### src/rtl/mem_stage_ctrl.sv
// mem_stage_ctrl: holds one load/store stable toward mem_system until Done, stalls the pipeline, tracks stats, errors and the halt dump
module mem_stage_ctrl #(
  parameter int unsigned TIMEOUT = 64
) (
  input  logic        clk,
  input  logic        rst,
  input  logic        req_valid,
  input  logic        req_load,
  input  logic        req_store,
  input  logic        req_halt,
  input  logic [15:0] req_addr,
  input  logic [15:0] req_wdata,
  input  logic [15:0] mem_DataOut,
  input  logic        mem_Done,
  input  logic        mem_CacheHit,
  input  logic        mem_err,
  output logic [15:0] mem_Addr,
  output logic [15:0] mem_DataIn,
  output logic        mem_Rd,
  output logic        mem_Wr,
  output logic        mem_createdump,
  output logic        stall_out,
  output logic [15:0] rdata,
  output logic        rdata_valid,
  output logic        err_out,
  output logic        halted,
  output logic [15:0] access_count,
  output logic [15:0] hit_count
);
  typedef enum logic [1:0] {IDLE, BUSY, DUMP, HALTED} state_t;
  localparam logic [7:0] WAIT_LAST = 8'(TIMEOUT - 1);
  state_t state_q, state_d;
  logic [15:0] addr_q, addr_d, wdata_q, wdata_d, rdata_q, rdata_d, acc_q, acc_d, hit_q, hit_d;
  logic [7:0] wait_q, wait_d;
  logic is_load_q, is_load_d, rv_q, rv_d, err_q, err_d;
  logic idle, busy, dump, accept, halt_go, bad_req, done, timeout;
  always_comb begin
    idle    = state_q == IDLE;
    busy    = state_q == BUSY;
    dump    = state_q == DUMP;
    halt_go = idle & req_valid & req_halt;
    accept  = idle & req_valid & !req_halt & (req_load ^ req_store) & !req_addr[0] & !err_q;
    bad_req = idle & req_valid & !req_halt & ((req_load & req_store) | ((req_load | req_store) & req_addr[0]));
    done    = busy & mem_Done;
    timeout = busy & !mem_Done & (wait_q == WAIT_LAST);
    state_d = halt_go ? DUMP : accept ? BUSY : (done | timeout) ? IDLE : dump ? HALTED : state_q;
    addr_d    = accept ? req_addr : addr_q;
    wdata_d   = accept ? req_wdata : wdata_q;
    is_load_d = accept ? req_load : is_load_q;
    wait_d    = accept ? 8'd0 : (busy & !mem_Done) ? wait_q + 8'd1 : wait_q;
    rdata_d   = (done & is_load_q) ? mem_DataOut : rdata_q;
    rv_d      = done & is_load_q;
    err_d     = err_q | mem_err | bad_req | timeout;
    // saturate rather than wrap
    acc_d     = (done & (acc_q != 16'hFFFF)) ? acc_q + 16'd1 : acc_q;
    hit_d     = (done & mem_CacheHit & (hit_q != 16'hFFFF)) ? hit_q + 16'd1 : hit_q;
  end
  always_ff @(posedge clk) begin
    if (rst) begin
      state_q   <= IDLE;
      addr_q    <= '0;
      wdata_q   <= '0;
      is_load_q <= 1'b0;
      wait_q    <= '0;
      rdata_q   <= '0;
      rv_q      <= 1'b0;
      err_q     <= 1'b0;
      acc_q     <= '0;
      hit_q     <= '0;
    end else begin
      state_q   <= state_d;
      addr_q    <= addr_d;
      wdata_q   <= wdata_d;
      is_load_q <= is_load_d;
      wait_q    <= wait_d;
      rdata_q   <= rdata_d;
      rv_q      <= rv_d;
      err_q     <= err_d;
      acc_q     <= acc_d;
      hit_q     <= hit_d;
    end
  end
  assign mem_Addr       = addr_q;
  assign mem_DataIn     = wdata_q;
  assign mem_Rd         = busy & is_load_q;
  assign mem_Wr         = busy & !is_load_q;
  assign mem_createdump = dump;
  assign stall_out      = accept | (busy & !mem_Done) | halt_go | dump;
  assign rdata          = rdata_q;
  assign rdata_valid    = rv_q;
  assign err_out        = err_q;
  assign halted         = state_q == HALTED;
  assign access_count   = acc_q;
  assign hit_count      = hit_q;
endmodule

### config.mk
export PLATFORM = sky130hd
export DESIGN_NAME = mem_stage_ctrl
export DESIGN_NICKNAME = d
export VERILOG_FILES = /design/src/rtl/mem_stage_ctrl.sv
export SDC_FILE = /design/constraint.sdc
export NUM_CORES = 1
export LEC_CHECK = 0
export ABC_AREA = 1
export CAP_MARGIN = 20
export CORE_MARGIN = 3
export CORE_UTILIZATION = 46
export CTS_CLUSTER_SIZE = 25
export DETAILED_ROUTE_END_ITERATION = 8
export PLACE_DENSITY = 0.92
export SLEW_MARGIN = 20
export SYNTH_ARGS = -nofsm -noshare
export SYNTH_HDL_FRONTEND = slang
export SYNTH_SLANG_ARGS = --single-unit
### constraint.sdc
create_clock -name clk -period 2.24 [get_ports clk]
set_clock_uncertainty 0.15 [all_clocks]
set_input_delay 0.448 -clock clk [delete_from_list [all_inputs] [get_ports clk]]
set_output_delay 0.448 -clock clk [all_outputs]
set_load 0.05 [all_outputs]
==> results of run 1 <==
## final timing paths
check                   start  slack, ns  depth (start not counted)          endpoint
max reg2reg   access_count[0]       0.36                          8   access_count[1]
min               mem_Addr[0]       0.29                          2       mem_Addr[0]
min reg2reg       mem_Addr[0]       0.29                          2       mem_Addr[0]
max          access_count[10]       0.05                          1  access_count[10]
## kinds of logic (layout without fill, tap and decap cells)
kind of cell | Yosys count | after routing | share of synthesized area, %
adder cells (fa/ha/maj) | 5 | 5 | 1.461
buffers and inverters | 66 | 221 | 6.777
AO/OA/AOI/OAI | 96 | 96 | 12.18
AND/OR/NAND/NOR | 333 | 333 | 33.25
XOR/XNOR | 14 | 14 | 2.863
flip-flops | 93 | 93 | 43.47
## power groups by stage
stage	sequential [mW]	combinational, mW	clock [mW]
floorplan	1.82	0.157	0
detailed placement	1.74	0.452	0
global route	1.71	0.484	1.33
global placement	1.74	0.440	0
finish	1.70	0.454	1.24
CTS	1.70	0.455	1.27
## flip-flops by register name (all words and copies together) (netlist names)
signal / cells
rdata: 16
is_load_q: 1
access_count: 16
state_q: 2
hit_count: 16
mem_DataIn: 16
rdata_valid: 1
err_out: 1
mem_Addr: 16
wait_q: 8
## layout by cell type (no fill, tap or decap), types with 4 or more instances in the layout
cell	netlist	routed
sky130_fd_sc_hd__dfxtp_1	93	93
sky130_fd_sc_hd__o21ai_0	42	42
sky130_fd_sc_hd__clkdlybuf4s50_1	0	110
sky130_fd_sc_hd__clkbuf_8	0	10
sky130_fd_sc_hd__nand4_1	8	8
sky130_fd_sc_hd__a21oi_2	9	9
sky130_fd_sc_hd__nand3_1	43	42
sky130_fd_sc_hd__inv_1	37	35
sky130_fd_sc_hd__a21oi_1	43	43
sky130_fd_sc_hd__dlygate4sd2_1	0	12
sky130_fd_sc_hd__inv_2	3	5
sky130_fd_sc_hd__nand2_1	141	141
sky130_fd_sc_hd__ha_1	5	4
sky130_fd_sc_hd__nor2_1	120	120
sky130_fd_sc_hd__dlymetal6s2s_1	0	10
sky130_fd_sc_hd__xnor2_1	8	8
sky130_fd_sc_hd__xor2_1	6	6
sky130_fd_sc_hd__nor3_1	4	4
sky130_fd_sc_hd__buf_4	4	27
## layer usage
metal / global-route usage [%] / routed length [um]
met5: 0 / 0
met4: 6.862 / 124
met3: 6.292 / 934
met2: 41.01 / 6006
met1: 25.99 / 4862
## stage by stage
stage	utilization (%)	power, mW	area (um^2)
finish	68.97	3.397	6132
global route	68.97	3.521	6132
CTS	68.66	3.431	6105
detailed placement	66.04	2.193	5872
global placement	66.04	2.181	5872
floorplan	-	1.979	4289
## layout make-up
class / count / area share, %
clock buffer: 11 / 2.306
clock inverter: 5 / 1.367
sequential: 93 / 30.36
inverter: 41 / 2.551
tap: 108 / 2.204
timing repair buffer: 164 / 26.08
multi-input combinational: 448 / 35.14
## timing repair
item / 4_1_cts / 5_1_grt
resized for setup: 18 / 12
setup endpoints to repair: 13 / 10
cloned: 0 / 0
pin swaps: 2 / 2
buffers inserted: 1 / 0
==> results.txt, run 1 <==
At the placement stage, the worst setup path has a slack of -0.2378 ns. Of the total power, the share spent switching nets is 25.42%. At the worst endpoint, the arrival time is 1.59 ns. The core region is 8891 um^2.

The synthesized design contains 0 enable-type register cells. The run gives 46 as the pin count of the biggest net entering global routing. The logs give 730 for the filler cell count and 3 for the number of H-tree branching levels.

The synthesized area per cell works out to 7.056 um^2. Synthesis inferred 93 register bits. Port buffering added 143 buffers.

In this run the core area contains 34 standard-cell rows. VDD sags by at most 421.3 uV. The final setup TNS was 0 ns. Gate family responsible for the most delay along the worst path: buffers and inverters. After legalization and detailed placement, the total HPWL measured 8.816 mm. The number of violations of the max-capacitance limit was 0.

The count of distinct cell types in the synthesized netlist came out at 34. Of the total power, combinational logic draws 13.4%. The tools report the worst relative slew slack as 64.25%.

The path type of the worst setup path was register to output port. The repair_antennas step left the layout with diodes totalling 0. The leakage power is 2.552 nW. The tools report the number of DRC markers in iteration 0 as 111.

Sequential elements use 43.47% of the synthesized area. Clock tree synthesis selected as its root buffer the cell sky130_fd_sc_hd__clkbuf_8. The tools report the area occupied by multi-input gates as 2155 um^2.

The congestion estimate from routability-driven global placement came to 0.9188. Ranked by instance count, the synthesized netlist is headed by 141 x sky130_fd_sc_hd__nand2_1, 120 x sky130_fd_sc_hd__nor2_1, 93 x sky130_fd_sc_hd__dfxtp_1, 43 x sky130_fd_sc_hd__a21oi_1, 43 x sky130_fd_sc_hd__nand3_1. Portion of the clock cycle consumed by the worst path in the final layout: 97.58%. The floorplan die area is 10500 um^2, and the power per cell area is 554.0 nW/um^2.

The sequential cells in the finished layout cover a total of 1862 um^2. Dividing the detail-routed wire length by the instance count gives 13.71 um. In this run, placement finished with an instance count of 853. The floorplan step set the die width to 102.5 um.

Data on the critical path is required at its endpoint by 1.64 ns. Clock-pin slew was measured on the worst setup and hold paths at 0.09 ns. The combined buffer and inverter count along the critical path is 1, and the residual antenna-violating net count after detailed routing is 0.

Peak fanout along the critical path: 4. Setup repair after global routing left no endpoint under its margin. The share of Yosys cell area claimed by the top area cell type is 43.47%. In the final layout, the share of cells above drive strength 1 is 9.843%. The time the worst path needs with I/O delays and setup was 2.186 ns. CTS saw 93 sinks. The run gives 4478 as the detailed-route via count. STA classifies the critical path startpoint as a register. The pre-antenna-repair detailed-routing pass consisted of 5 iterations.

For this run, the number of Yosys warnings is 0. The most used flip-flop cell after synthesis was sky130_fd_sc_hd__dfxtp_1. The clock share of power came out at 36.5%.

TritonCTS buffer count: 9. For the final layout net count, the log shows 819. The run gives 669 as the net count after synthesis. For the worst-skew pair, the clock arrives at the later sink with an insertion delay of 0.35 ns. After clock tree synthesis, the flow added hold-fix buffers numbering 0.

The post-synth design cell area is 4283 um^2. Traced cell by cell, the critical path runs through clkdlybuf4s50_1. Wire length of the first global-routing pass: 19.22 mm.

For this run, the number of standard cells in the final layout without fillers is 870. In the synthesized netlist the async set-or-reset flop fraction comes to 0%. The run gives 0 as the setup violation total in the final timing report. The total overflow left after global routing is 0. The class of the tightest hold or removal check is register to register. Final hold analysis gives a worst-case slack of 0.2930 ns. Via-per-instance ratio: 5.147. The largest single stage delay on the critical path is 0.84 ns.

The cell taking the most area after synthesis was sky130_fd_sc_hd__dfxtp_1. After detailed routing, the number of remaining DRC violations is 0. The total wire length is 11.93 mm. The maximum clock insertion buffer count is 2, and the layout overhead on the synthesized area is 43.18%. The final hold violation count is 0.

Global routing used 22.70% of the available tracks. The upper clock frequency limit is 457.5 MHz. The run finished with clean final reports.

The max-slew violation count was 0; the initial cell density of the core was 48.17%. Endpoint class of the critical path: an output port. The sequential share of power is 50.2%, and the number of top-level pins is 144. The via count of the first global-routing pass was 4255. Across all setup checks in the final design, the least slack found is 0.05414 ns. Sorting the synthesized cells by area gives the leading types as sky130_fd_sc_hd__dfxtp_1 43%, sky130_fd_sc_hd__nand2_1 12%, sky130_fd_sc_hd__nor2_1 11%. The die outline height was 102.5 um; the internal power was 2.534 mW. The synthesized instance count was 607.

The number of antenna violations at the first check in global routing is 0. By instance count, the leading cell after synthesis is sky130_fd_sc_hd__nand2_1. For this design the total switching power over the nets is 863.7 uW. The critical path's slowest cell is sky130_fd_sc_hd__clkdlybuf4s50_1.

The transition time at the pin with the least slew margin is 0.5362 ns. TritonCTS built the clock tree.
No activity file was read; power rests on OpenSTA's default activity.
==> run 2, diff against run 1 <==
--- a/config.mk
+++ b/config.mk
@@ -12,7 +12,7 @@
 export CTS_CLUSTER_SIZE = 25
 export DETAILED_ROUTE_END_ITERATION = 8
 export PLACE_DENSITY = 0.92
-export SLEW_MARGIN = 20
+export SLEW_MARGIN = 15
 export SYNTH_ARGS = -nofsm -noshare
 export SYNTH_HDL_FRONTEND = slang
 export SYNTH_SLANG_ARGS = --single-unit
==> results of run 2 <==
No change in the layout: final DEF, timing and power equal those of run 1.
==> run 3, diff against run 2 <==
--- a/config.mk
+++ b/config.mk
@@ -6,7 +6,6 @@
 export NUM_CORES = 1
 export LEC_CHECK = 0
 export ABC_AREA = 1
-export CAP_MARGIN = 20
 export CORE_MARGIN = 3
 export CORE_UTILIZATION = 46
 export CTS_CLUSTER_SIZE = 25
==> results of run 3 <==
No change in the layout: final DEF, timing and power equal those of run 1.
